===== config.mk =====
export PLATFORM = sky130hd
export DESIGN_NAME = cpu_ctrl_fsm
export DESIGN_NICKNAME = d
export VERILOG_FILES = /design/src/rtl/cpu_ctrl_fsm.sv
export SDC_FILE = /design/constraint.sdc
export NUM_CORES = 1
export LEC_CHECK = 0
export CAP_MARGIN = 20
export CORE_AREA = 2 2 91 93
export CTS_CLUSTER_DIAMETER = 80
export DETAILED_ROUTE_END_ITERATION = 7
export DIE_AREA = 0 0 93 95
export GPL_TIMING_DRIVEN = 0
export PLACE_DENSITY_LB_ADDON = 0.1
export SKIP_CTS_REPAIR_TIMING = 1
export SYNTH_ARGS = -nofsm -noshare
export SYNTH_HDL_FRONTEND = slang
export SYNTH_SLANG_ARGS = --single-unit

===== constraint.sdc =====
create_clock -name clk -period 3.4 [get_ports clk]
set_clock_uncertainty 0.2 [all_clocks]
set_input_delay 0.68 -clock clk [delete_from_list [all_inputs] [get_ports clk]]
set_output_delay 0.68 -clock clk [all_outputs]
set_load 0.05 [all_outputs]

===== src/rtl/cpu_ctrl_fsm.sv =====
// Multi-cycle control sequencer for the MIPS datapath: latches the fetched
// instruction, decodes it and drives selects and strobes over 2-4 cycles.
module cpu_ctrl_fsm #(
  parameter int INSTRET_W = 32
) (
  input  logic                 clk,
  input  logic                 reset,
  input  logic [31:0]          inst,
  input  logic                 z,
  input  logic                 dmem_ack,
  output logic [31:0]          ir,
  output logic [4:0]           Rsc,
  output logic [4:0]           Rtc,
  output logic [4:0]           Rdc,
  output logic [3:0]           aluc,
  output logic                 M1,
  output logic                 M2,
  output logic                 M3,
  output logic                 M4,
  output logic                 M5,
  output logic                 M6,
  output logic                 M7,
  output logic                 M8,
  output logic                 M9,
  output logic                 RF_W,
  output logic                 sign,
  output logic                 pc_ena,
  output logic                 dmem_req,
  output logic                 dmem_we,
  output logic                 illegal,
  output logic [2:0]           state,
  output logic [INSTRET_W-1:0] instret
);

  typedef enum logic [2:0] {
    S_IDLE  = 3'd0,
    S_FETCH = 3'd1,
    S_EXEC  = 3'd2,
    S_MEM   = 3'd3,
    S_WB    = 3'd4,
    S_TRAP  = 3'd5
  } state_e;

  typedef enum logic [3:0] {
    C_ILL, C_RALU, C_SHIFT, C_IALU, C_LW, C_SW, C_BEQ, C_BNE, C_J, C_JAL, C_JR
  } iclass_e;

  state_e                 r_state;
  state_e                 w_next_state;
  logic [31:0]            r_ir;
  logic [INSTRET_W-1:0]   r_instret;
  iclass_e                w_class;
  logic [3:0]             w_aluc;
  logic                   w_sext;
  logic                   w_active;

  // NOTE: sequential state uses non-blocking assignments so every register
  // samples the pre-edge values; the reset branch is synchronous.
  always_ff @(posedge clk) begin
    if (!reset) r_state <= S_IDLE;
    else        r_state <= w_next_state;
  end

  always_ff @(posedge clk) begin
    if (!reset) begin
      r_ir      <= '0;
      r_instret <= '0;
    end else begin
      if (r_state == S_FETCH) r_ir <= inst;
      if (pc_ena)             r_instret <= r_instret + 1'b1;
    end
  end

  // NOTE: every combinational output gets a default first so no path
  // through the case statements can infer a latch.
  always_comb begin
    w_class = C_ILL;
    w_aluc  = 4'b0000;
    w_sext  = 1'b0;
    case (r_ir[31:26])
      6'h00: begin
        case (r_ir[5:0])
          6'h20: begin w_class = C_RALU;  w_aluc = 4'b0010; end
          6'h21: begin w_class = C_RALU;  w_aluc = 4'b0000; end
          6'h22: begin w_class = C_RALU;  w_aluc = 4'b0011; end
          6'h23: begin w_class = C_RALU;  w_aluc = 4'b0001; end
          6'h24: begin w_class = C_RALU;  w_aluc = 4'b0100; end
          6'h25: begin w_class = C_RALU;  w_aluc = 4'b0101; end
          6'h26: begin w_class = C_RALU;  w_aluc = 4'b0110; end
          6'h27: begin w_class = C_RALU;  w_aluc = 4'b0111; end
          6'h2a: begin w_class = C_RALU;  w_aluc = 4'b1011; end
          6'h2b: begin w_class = C_RALU;  w_aluc = 4'b1010; end
          6'h00: begin w_class = C_SHIFT; w_aluc = 4'b1110; end
          6'h02: begin w_class = C_SHIFT; w_aluc = 4'b1101; end
          6'h03: begin w_class = C_SHIFT; w_aluc = 4'b1100; end
          6'h08: w_class = C_JR;
          default: w_class = C_ILL;
        endcase
      end
      6'h08: begin w_class = C_IALU; w_aluc = 4'b0010; w_sext = 1'b1; end
      6'h09: begin w_class = C_IALU; w_aluc = 4'b0000; w_sext = 1'b1; end
      6'h0c: begin w_class = C_IALU; w_aluc = 4'b0100; end
      6'h0d: begin w_class = C_IALU; w_aluc = 4'b0101; end
      6'h0e: begin w_class = C_IALU; w_aluc = 4'b0110; end
      6'h0f: begin w_class = C_IALU; w_aluc = 4'b1000; end
      6'h0a: begin w_class = C_IALU; w_aluc = 4'b1011; w_sext = 1'b1; end
      6'h0b: begin w_class = C_IALU; w_aluc = 4'b1010; w_sext = 1'b1; end
      6'h23: begin w_class = C_LW;   w_aluc = 4'b0000; w_sext = 1'b1; end
      6'h2b: begin w_class = C_SW;   w_aluc = 4'b0000; w_sext = 1'b1; end
      6'h04: begin w_class = C_BEQ;  w_aluc = 4'b0001; end
      6'h05: begin w_class = C_BNE;  w_aluc = 4'b0001; end
      6'h02: w_class = C_J;
      6'h03: w_class = C_JAL;
      default: w_class = C_ILL;
    endcase
  end

  always_comb begin
    w_next_state = r_state;
    case (r_state)
      S_IDLE:  w_next_state = S_FETCH;
      S_FETCH: w_next_state = S_EXEC;
      S_EXEC: begin
        case (w_class)
          C_ILL:                     w_next_state = S_TRAP;
          C_LW, C_SW:                w_next_state = S_MEM;
          C_BEQ, C_BNE, C_J, C_JR:   w_next_state = S_FETCH;
          default:                   w_next_state = S_WB;
        endcase
      end
      S_MEM: begin
        if (dmem_ack) w_next_state = (w_class == C_SW) ? S_FETCH : S_WB;
      end
      S_WB:    w_next_state = S_FETCH;
      S_TRAP:  w_next_state = S_TRAP;
      default: w_next_state = S_IDLE;
    endcase
  end

  assign w_active = (r_state == S_EXEC) || (r_state == S_MEM) || (r_state == S_WB);

  always_comb begin
    {M1, M2, M3, M4, M5, M6, M7, M8, M9} = '0;
    aluc   = 4'b0000;
    sign   = 1'b0;
    if (w_active && (w_class != C_ILL)) begin
      aluc = w_aluc;
      sign = w_sext;
      M5   = 1'b1;
      case (w_class)
        C_RALU:  begin M4 = 1'b1; M6 = 1'b1; end
        C_SHIFT: begin M3 = 1'b1; M4 = 1'b1; M6 = 1'b1; end
        C_LW:    M2 = 1'b1;
        C_BEQ:   begin M4 = 1'b1; M5 = ~z; end
        C_BNE:   begin M4 = 1'b1; M5 = z; end
        C_J:     M1 = 1'b1;
        C_JAL:   begin M1 = 1'b1; M6 = 1'b1; M8 = 1'b1; M9 = 1'b1; end
        C_JR:    M7 = 1'b1;
        default: ;
      endcase
    end
  end

  // A store commits in the same cycle its acknowledge arrives.
  assign pc_ena   = ((r_state == S_EXEC) &&
                     ((w_class == C_BEQ) || (w_class == C_BNE) ||
                      (w_class == C_J)   || (w_class == C_JR))) ||
                    ((r_state == S_MEM) && (w_class == C_SW) && dmem_ack) ||
                    (r_state == S_WB);
  assign RF_W     = (r_state == S_WB);
  assign dmem_req = (r_state == S_MEM);
  assign dmem_we  = (r_state == S_MEM) && (w_class == C_SW);
  assign illegal  = (r_state == S_TRAP);
  assign state    = r_state;
  assign ir       = r_ir;
  assign Rsc      = r_ir[25:21];
  assign Rtc      = r_ir[20:16];
  assign Rdc      = r_ir[15:11];
  assign instret  = r_instret;

endmodule


==> results.cfg, run 1 <==
[timing]
min_period_ps = 3338
setup_viol = 0
final.period_utilization = 0.9818
hold_viol = 0
slew_violations = 0
whs_ps = 261.2
tightest_slew_ps = 648.9
fmax_mhz = 299.6
relSlewSlack = 0.5658

[clocking]
cts_tree = built
clk_latency_ps = 350
max-clock-path-buffers = 2
clock_sinks = 67
clkTransAtPathRegs_ps = 80
numCtsBuffers = 9
h-tree-depth = 3
root_buffer = clkbuf_8

[synth]
avgSynthCellArea_um2 = 7.766
async_reset_ff_frac = 0
seq_area_frac_synth = 0.3569
synth_area_um2 = 3759
netlist_instances = 484
ys.flop_type = dfxtp_1
synthesis.nets = 521
synth-edff-count = 0
ys_seq_elements = 67
synth-warning-count = 0
ys_types = 59

[detailed_routing]
wl_per_cell_um = 15.63
dr.pass1.iters = 5
dr_total_vias = 4255
drt-initial-drc-count = 241
drc = 0
via_per_inst = 5.711
ant_nets = 0
drt-total-wl_um = 11640

[run]
drv_cap = 0

[setup_path]
path_max_fanout = 7
cp_cell_sequence = buf_6, nor2_1, a41oi_2, nor4_4, buf_4, or2_4, o32ai_4, nor2_1, dlymetal6s2s_1
cp.arrival_ps = 2460
cp-start-kind = flip-flop
crit_type = reg2out
endpoint_kind = output pin
slowest_delay_ps = 360
critPathSlowestCell = dfxtp_2
crit_top_cell = nor2_1
cp.buffers_inverters = 3
critPathRequiredTime_ps = 2520
cp_top_family = buffers and inverters

[floorplanning]
die-area_um2 = 8835
die_h_um = 95
die_w_um = 93
io_pins = 137
row_count = 33
initial_core_util = 0.4741
core-area_um2 = 7928

[grt]
antenna_found_initial = 0
grt_util_all_layers = 0.2576
grt_pass1_wl_um = 18270
grt_max_degree = 13
grt_pass1_vias = 3863
grt_overflow = 0

[layout]
stdcell_count = 745
antenna_cells = 0
nets = 672
n_fill_cell = 667
regArea_um2 = 1348
final_layout_size_suffix_gt1_frac = 0.1531
area_growth_pct = 50.97
multi_input_area_um2 = 2187

[power_and_ir_drop]
p_leak_nw = 2.077
peakVddDrop_mv = 0.3472
powerDensity_nw_per_um2 = 736.9

[placed_design]
place_congestion = 0.8810
dpl.hpwl_um = 8450
port_buffers = 136
dp_cells = 725

[status]
outcome = finished, final reports clean

[hold_path]
hold_path_class = reg2reg
[power breakdown]
part	switching (mW)	internal [mW]	leakage, nW	total (mW)
combinational	1.52	0.796	1.40	2.31
clock	0.330	0.565	0.127	0.894
sequential	0.0891	0.886	0.546	0.975
[synth_stat cells, types with 5 or more instances]
| cell type | count | area, um2 |
|---|---|---|
| nand2_1 | 88 | 330.3 |
| nor2_1 | 26 | 97.59 |
| or4_1 | 28 | 210.2 |
| o21a_1 | 5 | 37.54 |
| buf_4 | 20 | 150.1 |
| nand2b_1 | 5 | 31.28 |
| o21ai_0 | 9 | 45.04 |
| o31ai_1 | 28 | 210.2 |
| dfxtp_1 | 67 | 1341 |
| clkbuf_1 | 17 | 63.81 |
| nand3_1 | 15 | 75.07 |
| a21oi_1 | 66 | 330.3 |
| buf_2 | 9 | 45.04 |
| inv_1 | 6 | 22.52 |
| and2_1 | 6 | 37.54 |
| nor2b_1 | 6 | 37.54 |
| nor3_1 | 9 | 45.04 |
| nand4_1 | 11 | 68.82 |
[cell usage in the layout (no fill, tap or decap), drive strengths merged, types with 10 or more instances in the layout]
| master | netlist | layout |
|---|---|---|
| a21oi | 67 | 67 |
| nand3 | 15 | 15 |
| dfxtp | 67 | 67 |
| o21ai | 10 | 10 |
| nand4 | 11 | 11 |
| clkbuf | 17 | 32 |
| clkdlybuf4s50 | 0 | 120 |
| or4 | 28 | 28 |
| nand2 | 88 | 88 |
| buf | 34 | 41 |
| nor2 | 27 | 27 |
| o31ai | 28 | 28 |
[cell type report]
type,instances,share of cell area
clock inverter,6,0.02404
buffer,51,0.05865
clock buffer,10,0.02249
inverter,7,0.004631
sequential,67,0.2375
timing repair buffer,140,0.2441
tap,105,0.02315
multi-input combinational,359,0.3854
[final timing paths]
check / from / endpoint / slack (ps) / cells after the start
worst min-delay path: ir[9] / ir[9] / 260 / 2
worst min register to register: ir[9] / ir[9] / 260 / 2
worst max register to register: ir[28] / instret[15] / 790 / 9
worst max-delay path: ir[26] / aluc[1] / 60 / 9
[layer usage]
metal  routed length, um  global-route usage
met1                4806              0.3215
met2                5752              0.4281
met3                 794             0.05666
met4                 289              0.1140
met5                   0                   0
[worst reg2reg max path, delay by kind of cell (launching register included)]
kind | cells | cell delay (ps)
AO/OA/AOI/OAI | 3 | 720
flip-flops | 1 | 330
AND/OR/NAND/NOR | 2 | 270
buffers and inverters | 4 | 1030
[sequential cells by signal, summed over array words and instances (netlist names)]
name,cells
state,3
ir,32
instret,32
[per-stage QoR]
| stage | setup WS [ps] | setup TNS [ps] | area (um2) | util | total power, mW |
|---|---|---|---|---|---|
| global placement | -476.0 | -3651 | 5304 | 0.6690 | 3.173 |
| detailed placement | -475.6 | -3770 | 5304 | 0.6690 | 3.207 |
| global route | -26.44 | -30.11 | 5674 | 0.7158 | 4.389 |
| CTS | -884.0 | -9573 | 5568 | 0.7023 | 4.100 |
| floorplan | -74.29 | -247.5 | 3811 | - | 2.578 |
| finish | 61.71 | 0 | 5674 | 0.7158 | 4.182 |
[logic make-up after synthesis]
kind of cell / Yosys count / share of synthesized area
and+or+nand+nor: 219 / 0.3116
AOI/OAI and AO/OA: 135 / 0.2294
DFF: 67 / 0.3569
buffers and inverters: 58 / 0.08888
xor gates and xnor gates: 2 / 0.004661
muxes: 2 / 0.005326
adders and majority gates: 1 / 0.003328
(Power assumes the default switching activity.)
==> run 2: changes to the inputs <==
--- a/config.mk
+++ b/config.mk
@@ -14,2 +14,3 @@
 export PLACE_DENSITY_LB_ADDON = 0.1
+export RECOVER_POWER = 25
 export SKIP_CTS_REPAIR_TIMING = 1
==> constraint.sdc (replaced) <==
create_clock -name clk -period 3.4 [get_ports clk]
set_clock_uncertainty 0.2 [all_clocks]
set_input_delay 0.51 -clock clk [delete_from_list [all_inputs] [get_ports clk]]
set_output_delay 0.51 -clock clk [all_outputs]
set_load 0.05 [all_outputs]
==> results.cfg, run 2 (synthesis results as in run 1) <==
[placed_design]
place_congestion = 0.8656
port_buffers = 136
dpl.hpwl_um = 8313

[grt]
grt_pass1_wl_um = 18110
grt_util_all_layers = 0.2557
grt_pass1_vias = 3795
grt_overflow = 0
grt_max_degree = 13
antenna_found_initial = 0

[clocking]
root_buffer = clkbuf_8
max-clock-path-buffers = 2
clkTransAtPathRegs_ps = 80
numCtsBuffers = 9
clock_sinks = 67
h-tree-depth = 3
clk_latency_ps = 350
cts_tree = built

[detailed_routing]
drc = 0
via_per_inst = 5.702
drt-total-wl_um = 11330
drt-initial-drc-count = 187
dr.pass1.iters = 5
dr_total_vias = 4225
wl_per_cell_um = 15.28
ant_nets = 0

[timing]
setup_viol = 0
tightest_slew_ps = 628.6
relSlewSlack = 0.5794
hold_viol = 0
fmax_mhz = 304.0
whs_ps = 252.3
setup-tns-final_ps = 0
final.period_utilization = 0.9676
min_period_ps = 3290
slew_violations = 0

[floorplanning]
die_h_um = 95
die_w_um = 93
initial_core_util = 0.4741
row_count = 33
io_pins = 137
die-area_um2 = 8835
core-area_um2 = 7928

[power_and_ir_drop]
p_int_mw = 1.920
power_frac_seq = 0.255
peakVddDrop_mv = 0.3316
p_sw_frac = 0.4950
clkPwrFrac = 0.167
p_leak_nw = 2.054
power_mw = 3.802
combPwrFrac = 0.578
powerDensity_nw_per_um2 = 691.8
p_switching_mw = 1.882

[layout]
multi_input_area_um2 = 2150
regArea_um2 = 1341
nets = 668
final_layout_size_suffix_gt1_frac = 0.1242
area_growth_pct = 46.21
antenna_cells = 0
layout_commonest_cell = clkdlybuf4s50_1
layout_common_cells = clkdlybuf4s50_1, nand2_1, dfxtp_1
n_fill_cell = 679

[setup_path]
cp.arrival_ps = 2580
cp_cell_sequence = clkbuf_2, nor3_1, o2111ai_1, a31oi_4, nor4_2, clkdlybuf4s50_1
slowest_delay_ps = 850
cp.buffers_inverters = 2
crit_type = reg2out
critPathRequiredTime_ps = 2690
worstReg2RegStart = ir[28]
endpoint_kind = output pin
cp-start-kind = flip-flop
critPathSlowestCell = clkdlybuf4s50_1
path_max_fanout = 10
cp_top_family = buffers and inverters
setup.worst_path.start = ir[29]

[hold_path]
hold_path_class = reg2reg
min-delay-start = ir[9]

[status]
outcome = finished, final reports clean

[run]
drv_cap = 0
-- run 2: cell types whose count changed in the layout (fill, tap and decap cells not counted), moves of 3 or more --
cell / before / now
dfxtp_2: 5 / 0
buf_2: 5 / 8
dlygate4sd3_1: 0 / 17
buf_6: 8 / 4
clkdlybuf4s50_1: 120 / 105
dfxtp_1: 62 / 67
bufinv_16: 4 / 0
clkbuf_2: 4 / 7
buf_4: 27 / 20
-- run 2: power groups by stage --
stage                     sequential (mW)  combinational, mW  clock (mW)
final                               0.970               2.20       0.634
after global routing                0.985               2.36       0.679
after CTS                           0.971               2.20       0.638
after detailed placement            0.989               2.19           0
after global placement              0.984               2.17           0
after floorplan                      1.31               1.25           0
-- run 2: final timing paths --
kind	cells after the start	slack (ps)	end
max	6	110	M2
min	2	250	ir[9]
max reg2reg	9	690	instret[28]
min reg2reg	2	250	ir[9]
-- run 2: metrics by stage --
step	util	worst slack (ps)	cells	instance area (um2)
global route	0.6932	-35.51	741	5495
detailed placement	0.6665	-276.8	725	5284
floorplan	-	18.98	484	3791
finish	0.6932	110.1	741	5495
CTS	0.6902	-629.9	741	5472
global placement	0.6665	-241.5	725	5284
-- run 2: worst reg2reg max path, stage by stage, from the launching register on --
cell      delay, ps
dfxtp_1         320
buf_2           220
nand4b_4        220
nor3b_4          80
a311oi_1        460
buf_2           300
buf_6           160
clkbuf_1        380
o31ai_1         150
a21oi_1         150
-- run 2: area by class of cell --
type,instances,area share
multi-input cells,359,0.3912
repair buffers,136,0.2459
inverters,7,0.004781
clock buffers,11,0.02755
well taps,105,0.02391
plain buffers,51,0.05601
clock inverters,5,0.006603
flip-flops and latches,67,0.2441
-- run 2: per-layer routing --
metal | part of all wire | global-route usage | vias up
met3 | 0.061 | 0.05347 | 19
met4 | 0.018 | 0.09926 | 0
met5 | 0 | 0 | -
met2 | 0.50 | 0.4354 | 156
met1 | 0.42 | 0.3179 | 1994
li1 | - | - | 2056
==> run 3: changes to the inputs <==
- CORE_AREA: 2 2 91 93 -> 2 2 93 95
- DIE_AREA: 0 0 93 95 -> 0 0 95 97
==> results.cfg, run 3 (synthesis results as in run 1) <==
[power_and_ir_drop]
p_int_mw = 1.946
powerDensity_nw_per_um2 = 701.3
power_frac_seq = 0.253
combPwrFrac = 0.575
clkPwrFrac = 0.173
p_leak_nw = 1.971
peakVddDrop_mv = 0.2421
p_switching_mw = 1.883
p_sw_frac = 0.4917

[placed_design]
port_buffers = 136
dpl.hpwl_um = 8363
dp_cells = 725
place_congestion = 0.8474
dp_slack_ps = -283.8
post_dp_cell_area_um2 = 5284

[floorplanning]
row_count = 33
core-area_um2 = 8134
die_h_um = 97
initial_core_util = 0.4621
die_w_um = 95
die-area_um2 = 9215
io_pins = 137

[run]
drv_cap = 0

[grt]
grt_pass1_vias = 3877
grt_pass1_wl_um = 18570
grt_overflow = 0
grt_util_all_layers = 0.2500
grt_max_degree = 13
met1_usage = 0.3225
antenna_found_initial = 0
met2_usage = 0.4173
busiest_layer = met2
use_met3 = 0.04984

[setup_path]
endpoint_kind = output pin
cp.arrival_ps = 2480
r2r_cells = 8
path_max_fanout = 10
crit_type = reg2out
critPathRequiredTime_ps = 2690
cp-start-kind = flip-flop

[timing]
slew_violations = 0
setup_viol = 0
final.period_utilization = 0.9395
fmax_mhz = 313.1
rsz0062_at_grt = false
min_period_ps = 3194
hold_viol = 0
setup_ws_ps = 205.9
relSlewSlack = 0.6099
tightest_slew_ps = 583.0

[clocking]
h-tree-depth = 3
numCtsBuffers = 9
cts_tree = built
clkTransAtPathRegs_ps = 80
root_buffer = clkbuf_8
max-clock-path-buffers = 2
clock_sinks = 67
clk_latency_ps = 350

[hold_path]
hold_path_class = reg2reg
hold_depth = 2

[layout]
layout_common_cells = clkdlybuf4s50_1, nand2_1, dfxtp_1
nets = 668
fin_area_um2 = 5459
stdcell_count = 741
final_layout_size_suffix_gt1_frac = 0.1321
antenna_cells = 0
fin_util = 0.6711
layout_commonest_cell = clkdlybuf4s50_1
n_fill_cell = 728
area_growth_pct = 45.24

[detailed_routing]
ant_nets = 0
drt-initial-drc-count = 190
drt-total-wl_um = 11420
drc = 0
via_per_inst = 5.650
dr_total_vias = 4187
wl_per_cell_um = 15.41
dr.pass1.iters = 5

[status]
outcome = finished, final reports clean
-- run 3: cell type report --
class	instances	area [um2]	share of cell area
Clock inverter	6	65.06	0.01192
Sequential cell	67	1341	0.2457
Clock buffer	10	127.6	0.02338
Tap cell	105	131.4	0.02407
Multi-Input combinational cell	359	2150	0.3938
Buffer	51	309.0	0.05661
Inverter	7	26.28	0.004813
Timing Repair Buffer	136	1309	0.2397
-- run 3: worst max-delay path: stages (launching register included) --
cell and delay (ps):
dfxtp_1 330, buf_2 250, nor2_1 80, a41oi_1 310
nor4_4 100, or2_2 360, o32ai_4 370, nor2b_1 90
clkbuf_2 250
-- run 3: path summary, 6_finish.rpt --
check,from,end,slack (ps)
setup / recovery,ir[26],aluc[0],210
hold / removal,ir[10],ir[10],250
setup reg to reg,ir[31],instret[25],740
hold reg to reg,ir[10],ir[10],250
-- run 3: through the flow --
stage                     setup TNS, ps  hold WS, ps  power, mW
after floorplan                       0        427.8      2.560
after global placement           -946.2        241.9      3.161
after detailed placement          -1546        247.1      3.185
after CTS                         -6229        257.8      3.846
after global routing                  0        293.5      4.060
final                                 0        251.9      3.829
-- run 3: routing by layer --
| metal | routed length [um] | share of wire |
|---|---|---|
| met4 | 184 | 0.016 |
| met3 | 698 | 0.061 |
| met5 | 0 | 0 |
| met1 | 4915 | 0.43 |
| met2 | 5619 | 0.49 |
-- run 3: power by group through the flow --
stage	sequential [mW]	combinational, mW	clock (mW)
global route	0.983	2.37	0.710
floorplan	1.31	1.25	0
detailed placement	0.987	2.20	0
CTS	0.968	2.21	0.671
global placement	0.982	2.18	0
finish	0.968	2.20	0.661
==> patch, RTL diff (flow settings as in run 1) <==
`INSTRET_W`: 32 -> 36.
--- a/src/rtl/cpu_ctrl_fsm.sv
+++ b/src/rtl/cpu_ctrl_fsm.sv
@@ -3,3 +3,3 @@
 module cpu_ctrl_fsm #(
-  parameter int INSTRET_W = 32
+  parameter int INSTRET_W = 36
 ) (
Ports: changed (resized instret); port bits go from 137 to 141. The function was not compared with the original's and may differ.
==> patch against run 1 <==
  * The flow now finishes with violations (setup timing)
  * Synthesized cell count rose by 1.7%
  * Cell area rose by 0.95%
  * Hold slack got worse by 1.4 ps
  * Setup slack got worse by 190 ps
  * Wire length up 0.57%
  * First-iteration DRC count up 25%
  * Sequential cell count is 4 higher
  * Area after synthesis is 1.6% lower
  * Die area unchanged
  * Power down 29%
  * Critical path type unchanged
  * Largest cell class unchanged
==> patch: results (changes against run 1) <==
run status=finished with violations; violated checks=setup timing; synthesized area per cell=7.52 um2 (-3.2%); Ant. Diodes=0 (unchanged); Leakage=0.00199 uW (-4.3%); final wirelength=11.7 mm (+0.57%); sequential area share after synthesis=38.4% (+2.7 points); Rel. slew slack=52.4% (-4.1 points); DR WL met2=5.99 mm (+4.2%); deepest clock path buffer count=2 (unchanged); dpl cell area=0.00530 mm2 (about the same); met1 usage=31.8% (-0.36 points); dpl hpwl=8.40 mm (-0.61%); multiplexer share of the synthesized area=0.304% (-0.23 points); pre-CTS WS=-830 ps (-354 ps); switching pwr=1150 uW (-41%); Final #Nets=691 (+2.8%); first-pass GRT wire length=18.3 mm (-0.11%); HP Start=ir[9]$_SDFFE_PN0P_; Ys Warns=0 (unchanged); Synth top cells by count=nand2_1, dfxtp_1, a21oi_1; Port-buffer cells=140 (+2.9%); drt first pass iters=6 (+1); Worst-Skew Late Latency=350 ps (about the same); share of cells above drive strength 1=17.6% (+2.3 points); WL per Instance=15.3 um (-1.9%); via count=4226 (-0.68%); CP startpoint=ir[29]$_SDFFE_PN0P_; initial antenna violation count=0 (unchanged); Met3 Wirelength=787 um (-0.88%); Metal-1 WL=4.70 mm (-2.1%); Num CTS Buffers=9 (unchanged); syn nets=529 (+1.5%); synthesized-area fraction occupied by adder cells=0.338% (+0.0054 points); Final WS setup=-133 ps (-195 ps); FILL cells=651 (-2.4%); Synth Area in Compound Gates=22.4% (-0.54 points); most instantiated library cell after synthesis=nand2_1; GRT Util Overall=26.0% (+0.22 points); top post-synthesis cells by area=dfxtp_1, a21oi_1, nand2_1, o21ai_0, or3_1; Final setup viols=5 (+5); met3 usage in global routing=4.95% (-0.72 points); max layer used=met4; Peak VDD IR=0.000286 V (-17%); post-synthesis xor/xnor area fraction=1.89% (+1.4 points); combinational power share=39.6% (-16 points); vias in the first global route=3761 (-2.6%); DR iter-0 viols=302 (+25%); placed cells=737 (+1.7%); Synth cell types=56 (-5.1%); met2 Track Usage GR=46.0% (+3.1 points); final weighted congestion in routability-driven placement=0.917 (+4.1%); Hold Path Class=reg2reg; worst path arrival time=2650 ps (+190 ps)
==> patch: cell types whose count changed in the layout (fill, tap and decap cells not counted), moves of 5 or more <==
cell	change
xnor2_1	+7
o21ai_0	+17
or3_1	+19
nand2b_1	+5
dlymetal6s2s_1	-7
inv_1	+6
o31ai_1	-19
buf_4	+7
clkbuf_2	+6
or4_1	-18
==> patch: power groups by stage <==
| stage | combinational, uW | sequential, uW | clock [uW] |
|---|---|---|---|
| after floorplan | 573 | 1150 | 0 |
| after global placement | 1080 | 964 | 0 |
| after detailed placement | 1100 | 967 | 0 |
| after CTS | 1100 | 948 | 820 |
| after global routing | 1240 | 978 | 861 |
| final | 1170 | 970 | 815 |
==> patch: cell type report <==
class                   instances  area share (%)
plain buffers                  42            4.06
clock buffers                  10            2.23
clock inverters                 6            1.90
inverters                      15            1.05
multi-input cells             358            37.1
flip-flops and latches         71            25.2
well taps                     105            2.29
repair buffers                157            26.2
==> patch: critical path, cell delays in order (launching register included) <==
cell and delay, ps:
dfxtp_2 350, or4_4 570, a2111oi_4 270, o31ai_4 180
nand3_4 100, o21ai_4 70, a311o_2 410, a211oi_4 180
buf_6 180
==> patch: per-stage QoR <==
step | total power [uW] | util (%) | TNS [ps]
5_1_grt | 3080 | 72.3 | -932
4_1_cts | 2870 | 69.8 | -13920
3_3_place_gp | 2040 | 66.8 | -7450
3_5_place_dp | 2060 | 66.8 | -7380
2_1_floorplan | 1720 | - | -755
6_report | 2950 | 72.3 | -398
==> patch: final timing paths <==
check                              to  slack [ps]  cells past startpoint
max reg2reg  instret[21]$_SDFFE_PN0P_         130                     12
max                           aluc[3]        -130                      8
min reg2reg        ir[9]$_SDFFE_PN0P_         260                      2
min                ir[9]$_SDFFE_PN0P_         260                      2
